===== src/rtl/load_store_unit.sv =====
// rtl/load_store_unit.sv - MEM-stage load/store initiator with sub-word read-modify-write
// Optional misaligned-access trap: define LSU_MISALIGN_TRAP_EN.
module load_store_unit #(
  parameter int TIMEOUT_W = 8
) (
  input  logic        clk_i,
  input  logic        rst_i,
  input  logic        req_i,
  input  logic        we_i,
  input  logic [1:0]  size_i,
  input  logic        unsigned_i,
  input  logic [31:0] addr_i,
  input  logic [31:0] wdata_i,
  output logic [31:0] rdata_o,
  output logic        stall_o,
  output logic        done_o,
  output logic        timeout_o,
  output logic        misalign_o,
  output logic [31:0] mem_addr_o,
  output logic        mem_read_o,
  output logic        mem_write_o,
  output logic [31:0] mem_wdata_o,
  input  logic [31:0] mem_rdata_i,
  input  logic        mem_ack_i
);

  typedef enum logic [2:0] {IDLE, RD, RMW_RD, WR, DONE} state_t;

  // The wait gives up on the edge where the counter would become all-ones.
  localparam logic [TIMEOUT_W-1:0] CNT_LAST = {{(TIMEOUT_W-1){1'b1}}, 1'b0};
  localparam logic [TIMEOUT_W-1:0] CNT_ONE  = {{(TIMEOUT_W-1){1'b0}}, 1'b1};

  state_t                state, state_d;
  logic [TIMEOUT_W-1:0]  cnt;
  logic [1:0]            size_q;
  logic                  uns_q;
  logic [31:0]           addr_q;
  logic [15:0]           wdata_q;
  logic [31:0]           rdata_q;
  logic [31:0]           mem_wdata_q;
  logic                  timeout_q;
  logic                  misalign_q;
  logic                  waiting;
  logic                  expired;
  logic                  misaligned;
  logic [7:0]            ld_byte;
  logic [15:0]           ld_half;
  logic [31:0]           load_val;
  logic [31:0]           merge_val;

  assign waiting = (state == RD) || (state == RMW_RD) || (state == WR);
  assign expired = waiting && !mem_ack_i && (cnt == CNT_LAST);

`ifdef LSU_MISALIGN_TRAP_EN
  assign misaligned = (size_i == 2'b01) ? addr_i[0] :
                      (size_i[1] ? (addr_i[1:0] != 2'b00) : 1'b0);
`else
  assign misaligned = 1'b0;
`endif

  assign rdata_o     = rdata_q;
  assign mem_wdata_o = mem_wdata_q;
  assign mem_addr_o  = {addr_q[31:2], 2'b00};
  assign timeout_o   = timeout_q && (state == DONE);
  assign misalign_o  = misalign_q && (state == DONE);

  // Lane extraction for loads and lane merge for sub-word stores (little-endian).
  always_comb begin
    ld_byte   = mem_rdata_i[7:0];
    merge_val = mem_rdata_i;
    case (addr_q[1:0])
      2'b00: ld_byte = mem_rdata_i[7:0];
      2'b01: ld_byte = mem_rdata_i[15:8];
      2'b10: ld_byte = mem_rdata_i[23:16];
      default: ld_byte = mem_rdata_i[31:24];
    endcase
    ld_half = addr_q[1] ? mem_rdata_i[31:16] : mem_rdata_i[15:0];
    case (size_q)
      2'b00: load_val = {{24{~uns_q & ld_byte[7]}}, ld_byte};
      2'b01: load_val = {{16{~uns_q & ld_half[15]}}, ld_half};
      default: load_val = mem_rdata_i;
    endcase
    if (size_q == 2'b00) begin
      case (addr_q[1:0])
        2'b00: merge_val[7:0]   = wdata_q[7:0];
        2'b01: merge_val[15:8]  = wdata_q[7:0];
        2'b10: merge_val[23:16] = wdata_q[7:0];
        default: merge_val[31:24] = wdata_q[7:0];
      endcase
    end else if (addr_q[1]) begin
      merge_val[31:16] = wdata_q;
    end else begin
      merge_val[15:0] = wdata_q;
    end
  end

  always_comb begin
    state_d     = state;
    stall_o     = 1'b0;
    done_o      = 1'b0;
    mem_read_o  = 1'b0;
    mem_write_o = 1'b0;
    case (state)
      IDLE: begin
        stall_o = req_i;
        if (req_i) begin
          if (misaligned)     state_d = DONE;
          else if (!we_i)     state_d = RD;
          else if (size_i[1]) state_d = WR;
          else                state_d = RMW_RD;
        end
      end
      RD: begin
        stall_o    = 1'b1;
        mem_read_o = 1'b1;
        if (mem_ack_i || expired) state_d = DONE;
      end
      RMW_RD: begin
        stall_o    = 1'b1;
        mem_read_o = 1'b1;
        if (mem_ack_i)    state_d = WR;
        else if (expired) state_d = DONE;
      end
      WR: begin
        stall_o     = 1'b1;
        mem_write_o = 1'b1;
        if (mem_ack_i || expired) state_d = DONE;
      end
      DONE: begin
        done_o  = 1'b1;
        state_d = IDLE;
      end
      default: state_d = IDLE;
    endcase
  end

  always_ff @(posedge clk_i or posedge rst_i) begin
    if (rst_i) begin
      state       <= IDLE;
      cnt         <= '0;
      size_q      <= 2'b00;
      uns_q       <= 1'b0;
      addr_q      <= '0;
      wdata_q     <= '0;
      rdata_q     <= '0;
      mem_wdata_q <= '0;
      timeout_q   <= 1'b0;
      misalign_q  <= 1'b0;
    end else begin
      state <= state_d;
      if (state_d != state) cnt <= '0;
      else if (waiting)     cnt <= cnt + CNT_ONE;
      case (state)
        IDLE: if (req_i) begin
          size_q     <= size_i;
          uns_q      <= unsigned_i;
          addr_q     <= addr_i;
          wdata_q    <= wdata_i[15:0];
          rdata_q    <= '0;
          timeout_q  <= 1'b0;
          misalign_q <= misaligned;
          if (we_i && size_i[1]) mem_wdata_q <= wdata_i;
        end
        RD: begin
          if (mem_ack_i)    rdata_q   <= load_val;
          else if (expired) timeout_q <= 1'b1;
        end
        RMW_RD: begin
          if (mem_ack_i)    mem_wdata_q <= merge_val;
          else if (expired) timeout_q   <= 1'b1;
        end
        WR: if (expired) timeout_q <= 1'b1;
        default: ;
      endcase
    end
  end

endmodule


===== config.mk =====
export PLATFORM = sky130hd
export DESIGN_NAME = load_store_unit
export DESIGN_NICKNAME = d
export VERILOG_FILES = /design/src/rtl/load_store_unit.sv
export SDC_FILE = /design/constraint.sdc
export NUM_CORES = 1
export LEC_CHECK = 0
export CAP_MARGIN = 10
export CORE_UTILIZATION = 44
export DETAILED_ROUTE_END_ITERATION = 16
export PLACE_DENSITY = 0.77
export SLEW_MARGIN = 0
export SYNTH_ARGS = -nofsm -noshare
export SYNTH_HDL_FRONTEND = slang
export SYNTH_SLANG_ARGS = --single-unit

===== constraint.sdc =====
create_clock -name clk_i -period 10.25 [get_ports clk_i]
set_input_delay 2.05 -clock clk_i [delete_from_list [all_inputs] [get_ports clk_i]]
set_output_delay 2.05 -clock clk_i [all_outputs]
set_load 0.01 [all_outputs]

# == Word level (Yosys, flattened, before mapping) ==
# Index checks and enable logic that the tools add are counted.
# totals
latchBits,0
rom_bits,0
ramBits,0
memories,0
reg_bits,127
output_inout_bits,102
input_bits,104
# op_classes
mux,34
eq_ne,14
shifts,0
n_addsub,1
div_mod_pow,0
bitwise,3
reduce_logical,23
order_cmp,0
multipliers,0
# op_table
op,n
$mux W32,6
$pmux W32 S2,3
$mux W16,3
$mux W8,6
$pmux W8 S3,1
$mux W3,4
$ne A2 B2 Y1 const B,5
$pmux W3 S3,1
$add A8 B1 Y8 const B,1
$eq A8 B8 Y1 const B,1
$mux W1,7
$eq A3 B2 Y1 const B,2
$reduce_and A3 Y1,2
$reduce_bool A2 Y1,3
$reduce_or A3 Y1,2
$eq A2 B1 Y1 const B,2
$logic_and A1 B1 Y1,4
$logic_not A2 Y1,2
$reduce_and A4 Y1,1
$reduce_or A2 Y1,2
$eq A3 B1 Y1 const B,1
$eq A3 B3 Y1 const B,1
$logic_not A3 Y1,1
$logic_or A1 B1 Y1,3
other kinds (10),11

# == Depth between registers and ports, before layout ==
# Gate-level depths: netlist of run 1.
# depth
word_depth,10
ltp_mapped,7
mapped_depth_nobuf,6

# == Worst setup path before layout of run 1 ==
# OpenSTA, ideal clock, no wires.
# synth_path
path_type,in2out
from,input port req_i
to,output port stall_o
path_stages,2
slack_ns,5.926
arrival_time_ns,2.274
cell_sequence,inv_1 -> a21oi_1
# synth_between
elab_chain_cells,1
# synth_lines
item,line,rtl
start: declaration,8,"input logic req_i,"
$pmux W1 S2,103,case (state)
end: declaration,15,"output logic stall_o,"
# No other way between the ends.

# == Final worst setup path of run 1 ==
# Same ends and word-level chain as after synthesis.

==> impl_metrics.yaml, run 1 <==
worst_hold_path:
  hold_class: "flip-flop to flip-flop"
timing:
  fin_crit_ns: 5.38
  fmaxAchievable_mhz: 186
  setup-tns-final_ns: 0
  rsz0062_at_grt: "false"
  maxSlewViolCount: 0
  setup-violations-final: 0
  finClkSkew_ns: 0.00620
  hold_viol: 0
  finalCritPeriodShare: 0.525
  worstMarginPinSlew_ns: 1.10
  maxSlewHeadroom: 0.263
die:
  chipWidth_um: 122
  core-area_sq_um: 14000
  placementRows: 43
  dieArea_sq_um: 15000
  initial_core_util: 0.455
  die_height_um: 122
  io_pins: 206
final_layout:
  syn2layout_area_growth_pct: 39.1
  layout-drive-gt1-share: 0.144
  fin_nets: 857
  layout_commonest_cell: "clkdlybuf4s50_1"
  utilization: 0.633
  finalNonFillerCells: 944
  n_antenna_cell: 0
  final_cell_mix: "202 x clkdlybuf4s50_1, 127 x dfrtp_1, 61 x mux2_2"
global_routing:
  antenna_found_initial: 0
  overflow: 0
  grt_pass1_vias: 5536
  grt_start_max_net_pins: 68
  grtUsageTotal: 0.261
  grt_pass1_wl_mm: 29.7
critical_path:
  crit_type: "primary input to output pin"
  cp_common_cell: "clkdlybuf4s50_1"
  cp_max_fo: 3
  end_kind: "output pin"
  slowest_stage: "clkdlybuf4s50_1"
  required_ns: 8.20
  cpPeakStageDelay_ns: 0.57
  critPathLaunchType: "primary input"
  arrival_ns: 3.33
  path_cells: "clkdlybuf4s50_1 -> inv_1 -> a21oi_1 -> clkdlybuf4s50_1"
yosys:
  synth_edf_count: 0
  avgSynthCellArea_sq_um: 10.7
  synthArstFlopShare: 1.00
  yosysTopAreaCell: "dfrtp_1"
  yosys_warnings: 0
  synthesis.area_sq_um: 6390
  ys_seq_elements: 127
  synth_cell_types: 48
  syn_inst: 598
  synth.area.top_cells: "dfrtp_1 50%, mux2_2 11%, o21ai_0 4.6%, buf_4 4.1%, nand2_1 3.2%"
  synth_top_area_frac: 0.497
  ys.flop_type: "dfrtp_1"
  ys_seq_area_frac: 0.497
power_and_ir_drop:
  ir_drop_v: 0.000150
  switching_share: 0.365
  p_seq_frac: 0.327
  powerDensity_nw_per_um2: 324
  power_leakage_nw: 3.71
  p_switching_w: 0.00105
  comb_power_share: 0.458
  p_int_w: 0.00183
  clkPwrFrac: 0.215
cts:
  clockBufferDepth: 2
  cts_tree: "built"
  postCtsSetupRepairBufs: 0
  root_buffer: "clkbuf_16"
  cts.sinks: 127
  ctsHoldBuffers: 0
  clk_latency_ns: 0.41
  clk_pin_slew_ns: 0.06
  cts_inserted_buffers: 17
  cts_max_level: 4
  ctsResizeCount: 0
drt:
  num_vias: 5499
  routed_via_density: 5.83
  post-route-drc-count: 0
  dr.pass1.iters: 5
  detail-route-antenna-nets: 0
  drt-wirelength-per-cell_um: 20.1
  totalWireLength_mm: 19.0
  drt-initial-drc-count: 480
flow_run:
  drv_cap: 0
placed_design:
  hpwl_mm: 13.7
  dpl.cell_count: 911
  port_buffers: 202
  place.gp.congestion: 0.845
outcome:
  outcome: "complete, no violations"
-- per-layer routing --
layer  track usage  vias up  part of all wire
li1              -     2451                 -
met1         0.343     2714              0.41
met2         0.417      298              0.49
met3        0.0595       36             0.080
met4         0.104        0             0.024
met5             0        -                 0
-- critical path, delay by kind of cell --
kind / cells / cell delay, ns
AOI/OAI and AO/OA: 1 / 0.14
buffers and inverters: 3 / 1.14
-- worst paths after layout --
check	to	from	cells after the start	slack [ns]
hold reg to reg	mem_wdata_o[25]	mem_wdata_o[25]	2	0.49
hold / removal	mem_wdata_o[25]	mem_wdata_o[25]	2	0.49
max in group asynchronous	mem_wdata_o[27]	rst_i	3	6.74
setup / recovery	stall_o	req_i	4	4.87
min in group asynchronous	mem_wdata_o[25]	rst_i	2	2.14
setup reg to reg	rdata_o[21]	state[1]	6	7.21
-- power groups by stage --
| stage | clock (W) | combinational, W | sequential, W |
|---|---|---|---|
| after global routing | 0.000651 | 0.00142 | 0.000974 |
| after detailed placement | 0 | 0.00131 | 0.000944 |
| after CTS | 0.000627 | 0.00131 | 0.000941 |
| final | 0.000620 | 0.00132 | 0.000943 |
| after global placement | 0 | 0.00127 | 0.000930 |
| after floorplan | 0 | 0.000816 | 0.000908 |
-- layout make-up --
class	instances	area (sq um)
repair buffers	209	2080
inverters	14	55.1
multi-input cells	382	2740
clock inverters	11	138
clock buffers	21	470
fillers	1101	5160
well taps	180	225
flip-flops and latches	127	3180
-- kinds of logic after synthesis --
family	after synthesis	share of synthesized area
AND/OR/NAND/NOR	131	0.0995
multiplexers	78	0.134
adder cells (fa/ha/maj)	2	0.00392
flip-flops	127	0.497
buffers and inverters	91	0.0762
AO/OA/AOI/OAI	160	0.177
XOR/XNOR	8	0.0110
other	1	0.000587
-- flip-flops by register name, indices dropped and copies added (netlist names) --
name,count
cnt,8
addr_q,32
wdata_q,16
uns_q,1
state,3
mem_wdata_o,32
rdata_o,32
timeout_q,1
size_q,2
-- per-stage QoR --
stage	hold WS, ns	setup WS [ns]	area (sq um)	total power (W)
global placement	0.464	4.90	8260	0.00220
floorplan	0.474	4.82	6400	0.00172
CTS	0.486	4.86	8870	0.00288
detailed placement	0.474	4.87	8260	0.00225
finish	0.486	4.87	8890	0.00288
global route	0.517	4.80	8890	0.00305
-- cell usage after synthesis, drive strengths merged (2+ instances only) --
library cell,instances
o22ai,7
a221oi,17
nand3,17
a221o,16
ha,2
xor2,6
a21o,2
o21ai,62
nor2b,2
a32o,15
inv,14
clkbuf,29
a211oi,2
dfrtp,127
mux2,61
o211ai,16
xnor2,2
nor3,2
a21oi,17
and3,2
and2,6
mux2i,17
nand4,5
nand2,55
nand2b,12
nor2,22
buf,48
Note: power is estimated with default switching activity, not from simulation.
==> run 2: changes to the inputs <==
Clock period 10.25 ns to 5.1 ns, I/O delays scaled along.
==> run 2 against run 1 <==
Effect of this change:
- first-iteration DRC count fell by 10%
- clock power is 98% higher
- sequential cell count did not move
- count of clock-buffer cells in the layout is 2 higher
- final cell count is 0.21% higher
- sequential power grew 100%
- combinational power is 100% higher
- critical endpoint unchanged
- largest power group unchanged
==> impl_metrics.yaml, run 2 (synthesis gave the netlist of run 1 again) <==
timing:
  rsz0062_at_grt: "false"
  worstMarginPinSlew_ns: 1.09
  setup-violations-final: 0
  hold_viol: 0
  fmaxAchievable_mhz: 302
  maxSlewHeadroom: 0.271
  setup-tns-final_ns: 0
  fin_crit_ns: 3.31
  maxSlewViolCount: 0
  finClkSkew_ns: 0.00997
  finalCritPeriodShare: 0.649
critical_path:
  critPathLaunchType: "primary input"
  cp-startpoint: "req_i"
  required_ns: 4.08
  cpPeakStageDelay_ns: 0.58
  cp_common_cell: "clkdlybuf4s50_1"
  path_cells: "clkdlybuf4s50_1 -> inv_1 -> a21oi_1 -> clkdlybuf4s50_1"
  regToRegSetupSlack_ns: 2.42
  critical_path.endpoint: "stall_o"
  cp_max_fo: 3
  r2r-start: "addr_q[1]"
  r2r-end: "rdata_o[28]"
  crit_type: "primary input to output pin"
  end_kind: "output pin"
  r2r_cells: 4
  slowest_stage: "clkdlybuf4s50_1"
  arrival_ns: 2.29
power_and_ir_drop:
  powerDensity_nw_per_um2: 646
  total_power_w: 0.00576
  power_leakage_nw: 3.72
  ir_drop_v: 0.000365
cts:
  clockBufferDepth: 2
  ctsHoldBuffers: 0
  root_buffer: "clkbuf_16"
  postCtsSetupRepairBufs: 0
  cts_max_level: 4
  ctsResizeCount: 0
  cts_tree: "built"
  cts_inserted_buffers: 17
  clk_latency_ns: 0.41
  cts.sinks: 127
  clk_pin_slew_ns: 0.06
outcome:
  outcome: "complete, no violations"
flow_run:
  drv_cap: 0
drt:
  post-route-drc-count: 0
  dr.pass1.iters: 4
  drt-wirelength-per-cell_um: 19.1
  totalWireLength_mm: 18.1
  detail-route-antenna-nets: 0
  drt-initial-drc-count: 432
  num_vias: 5377
  routed_via_density: 5.68
placed_design:
  hpwl_mm: 13.1
  place.gp.congestion: 0.859
  port_buffers: 202
worst_hold_path:
  hold_class: "flip-flop to flip-flop"
die:
  chipWidth_um: 122
  initial_core_util: 0.455
  dieArea_sq_um: 15000
  io_pins: 206
  core-area_sq_um: 14000
  placementRows: 43
  die_height_um: 122
global_routing:
  grt_start_max_net_pins: 74
  antenna_found_initial: 0
  grtUsageTotal: 0.246
  overflow: 0
  grt_pass1_wl_mm: 28.0
  grt_pass1_vias: 5288
final_layout:
  fin_nets: 859
  layout-drive-gt1-share: 0.142
  n_antenna_cell: 0
  final_cell_mix: "202 x clkdlybuf4s50_1, 127 x dfrtp_1, 61 x mux2_2"
  syn2layout_area_growth_pct: 39.5
  layout_commonest_cell: "clkdlybuf4s50_1"
-- run 2: cell types whose count changed in the layout (fill, tap and decap cells not counted) --
cell,previous run,this run
buf_16,0,1
buf_4,6,7
clkinv_2,5,1
clkbuf_8,3,2
clkbuf_1,1,4
clkinvlp_4,3,4
clkinv_4,0,1
-- run 2: layout make-up --
type                            instances  area, sq um
Clock buffer                           23          468
Clock inverter                          9          134
Fill cell                            1103         5130
Inverter                               14         55.1
Multi-Input combinational cell        382         2740
Sequential cell                       127         3180
Tap cell                              180          225
Timing Repair Buffer                  211         2120
-- run 2: through the flow --
stage / hold WS (ns) / area, sq um / cells / worst slack (ns) / util
final: 0.483 / 8910 / 946 / 1.79 / 0.635
after global placement: 0.462 / 8270 / 912 / 1.81 / 0.589
after floorplan: 0.474 / 6400 / 600 / 0.696 / -
after detailed placement: 0.469 / 8270 / 912 / 1.78 / 0.589
after CTS: 0.487 / 8870 / 944 / 1.79 / 0.632
after global routing: 0.501 / 8910 / 946 / 1.73 / 0.635
-- run 2: where the power goes --
| part | leakage, nW | total, W | internal (W) | switching [W] |
|---|---|---|---|---|
| Combinational | 1.85 | 0.00265 | 0.00141 | 0.00123 |
| Sequential | 1.59 | 0.00189 | 0.00148 | 0.000409 |
| Clock | 0.280 | 0.00123 | 0.000794 | 0.000433 |
-- run 2: critical path: cells and delay by family --
kind            cells  cell delay, ns
buf+inv             3            1.12
compound gates      1            0.15
-- run 2: per-layer routing --
layer,global-route usage,wire length [um],vias up
met5,0,0,-
met2,0.396,8770,258
li1,-,-,2453
met3,0.0683,1520,26
met4,0.0976,321,0
met1,0.314,7510,2640
-- run 2: worst min-delay path by stage --
stage	start	end	slack [ns]	cells after the start
floorplan	wdata_q[15]	wdata_q[15]	0.47	1
detailed placement	rdata_o[7]	rdata_o[7]	0.47	1
global route	mem_wdata_o[26]	mem_wdata_o[26]	0.50	2
finish	mem_wdata_o[26]	mem_wdata_o[26]	0.48	2
CTS	mem_wdata_o[26]	mem_wdata_o[26]	0.49	2
global placement	mem_wdata_o[31]	mem_wdata_o[31]	0.46	2
==> run 3: changes to the inputs <==
Clock period 5.1 ns to 3.27 ns, I/O delays scaled along.
==> run 3 against run 2 <==
Effect of this change:
- via count grew 1.0%
- non-clock buffer count grew 3
- setup slack lost 1.1 ns
- die area is the same
- sequential cell count is the same
- clock skew shrank 0.0037 ns
- largest cell class unchanged
- critical path depth shrank 1
- global-route usage grew 1.0 points
- final area shrank 0.14%
- first-iteration DRC count grew 21%
- power grew 56%
==> impl_metrics.yaml, run 3 (synthesis gave the netlist of run 1 again) <==
power_and_ir_drop:
  clkPwrFrac: 0.208
  p_switching_w: 0.00326
  p_seq_frac: 0.328
  switching_share: 0.364
  comb_power_share: 0.464
  powerDensity_nw_per_um2: 1010
  p_int_w: 0.00570
  power_leakage_nw: 3.73
  ir_drop_v: 0.000497
worst_hold_path:
  hold_class: "flip-flop to flip-flop"
cts:
  clockBufferDepth: 2
  ctsResizeCount: 0
  cts_inserted_buffers: 17
  root_buffer: "clkbuf_16"
  postCtsSetupRepairBufs: 0
  clk_pin_slew_ns: 0.05
  cts_max_level: 4
  cts_tree: "built"
  cts.sinks: 127
  ctsHoldBuffers: 0
  clk_latency_ns: 0.41
critical_path:
  arrival_ns: 1.97
  cp_max_fo: 10
  crit_type: "flip-flop to output pin"
  cpPeakStageDelay_ns: 0.59
  path_buf_inv: 2
  required_ns: 2.62
  end_kind: "output pin"
  path_cells: "inv_1 -> nor3b_1 -> clkdlybuf4s50_1"
  critical_path.top_delay_family: "buffers and inverters"
  critPathLaunchType: "flip-flop"
  slowest_stage: "clkdlybuf4s50_1"
timing:
  fmaxAchievable_mhz: 382
  finalCritPeriodShare: 0.801
  rsz0062_at_grt: "false"
  finClkSkew_ns: 0.00628
  maxSlewHeadroom: 0.526
  setup-tns-final_ns: 0
  worstMarginPinSlew_ns: 0.711
  fin_crit_ns: 2.62
  hold_viol: 0
  maxSlewViolCount: 0
  setup-violations-final: 0
final_layout:
  final_cell_mix: "202 x clkdlybuf4s50_1, 127 x dfrtp_1, 61 x mux2_2"
  layout_commonest_cell: "clkdlybuf4s50_1"
  layout-drive-gt1-share: 0.146
  n_antenna_cell: 0
  utilization: 0.634
  syn2layout_area_growth_pct: 39.3
  design_area_sq_um: 8900
  fin_nets: 862
die:
  initial_core_util: 0.455
  placementRows: 43
  dieArea_sq_um: 15000
  chipWidth_um: 122
  die_height_um: 122
  io_pins: 206
  core-area_sq_um: 14000
outcome:
  outcome: "complete, no violations"
global_routing:
  grtUsageTotal: 0.257
  overflow: 0
  grt_pass1_vias: 5455
  grt_pass1_wl_mm: 29.1
  grt_start_max_net_pins: 109
  antenna_found_initial: 0
drt:
  num_vias: 5433
  drt-wirelength-per-cell_um: 19.9
  detail-route-antenna-nets: 0
  drt-initial-drc-count: 522
  routed_via_density: 5.74
  dr.pass1.iters: 5
  totalWireLength_mm: 18.9
  post-route-drc-count: 0
placed_design:
  place_area_sq_um: 8320
  port_buffers: 202
  place.gp.congestion: 0.877
  hpwl_mm: 13.6
flow_run:
  drv_cap: 0
[run 3: cell count changes in the layout (fill, tap and decap cells not counted), sizes merged]
| cell | change |
|---|---|
| clkinv | +1 |
| clkinvlp | -2 |
| buf | +3 |
| inv | -1 |
| bufinv | -1 |
[run 3: tightest hold or removal path, cell delays in order (launching register included)]
cell,delay (ns)
dfrtp_1,0.34
nand2_1,0.05
o21ai_0,0.06
[run 3: power by group through the flow]
| stage | sequential, W | clock, W | combinational (W) |
|---|---|---|---|
| 2_1_floorplan | 0.00284 | 0 | 0.00256 |
| 3_3_place_gp | 0.00292 | 0 | 0.00404 |
| 3_5_place_dp | 0.00295 | 0 | 0.00414 |
| 4_1_cts | 0.00293 | 0.00189 | 0.00417 |
| 5_1_grt | 0.00303 | 0.00196 | 0.00448 |
| 6_report | 0.00294 | 0.00186 | 0.00416 |
[run 3: layout make-up]
type	count	area (sq um)
tap	180	225
multi-input combinational	382	2740
fill	1070	5140
inverter	14	56.3
timing repair buffer	214	2120
clock inverter	6	82.6
clock buffer	23	498
sequential	127	3180
[run 3: routing by layer]
layer / wire length, um / global-route usage / share of wire
met5: 0 / 0 / 0
met1: 7800 / 0.326 / 0.41
met3: 1690 / 0.0716 / 0.090
met4: 430 / 0.0968 / 0.023
met2: 8930 / 0.416 / 0.47
[run 3: worst paths after layout]
check / start / endpoint / slack (ns) / cells past startpoint
max: state[1] / mem_write_o / 0.65 / 3
min: mem_wdata_o[25] / mem_wdata_o[25] / 0.48 / 2
max reg2reg: size_q[0] / mem_wdata_o[29] / 1.07 / 4
min reg2reg: mem_wdata_o[25] / mem_wdata_o[25] / 0.48 / 2
max in group asynchronous: rst_i / state[1] / 1.75 / 3
min in group asynchronous: rst_i / wdata_q[15] / 0.61 / 2
[run 3: through the flow]
stage               hold slack (ns)  instances  setup WS, ns  power [W]
finish                        0.483        946         0.649    0.00896
global route                  0.508        946         0.601    0.00948
CTS                           0.482        946         0.652    0.00899
detailed placement            0.470        917         0.573    0.00708
global placement              0.462        917         0.713    0.00696
floorplan                     0.474        600          1.05    0.00540
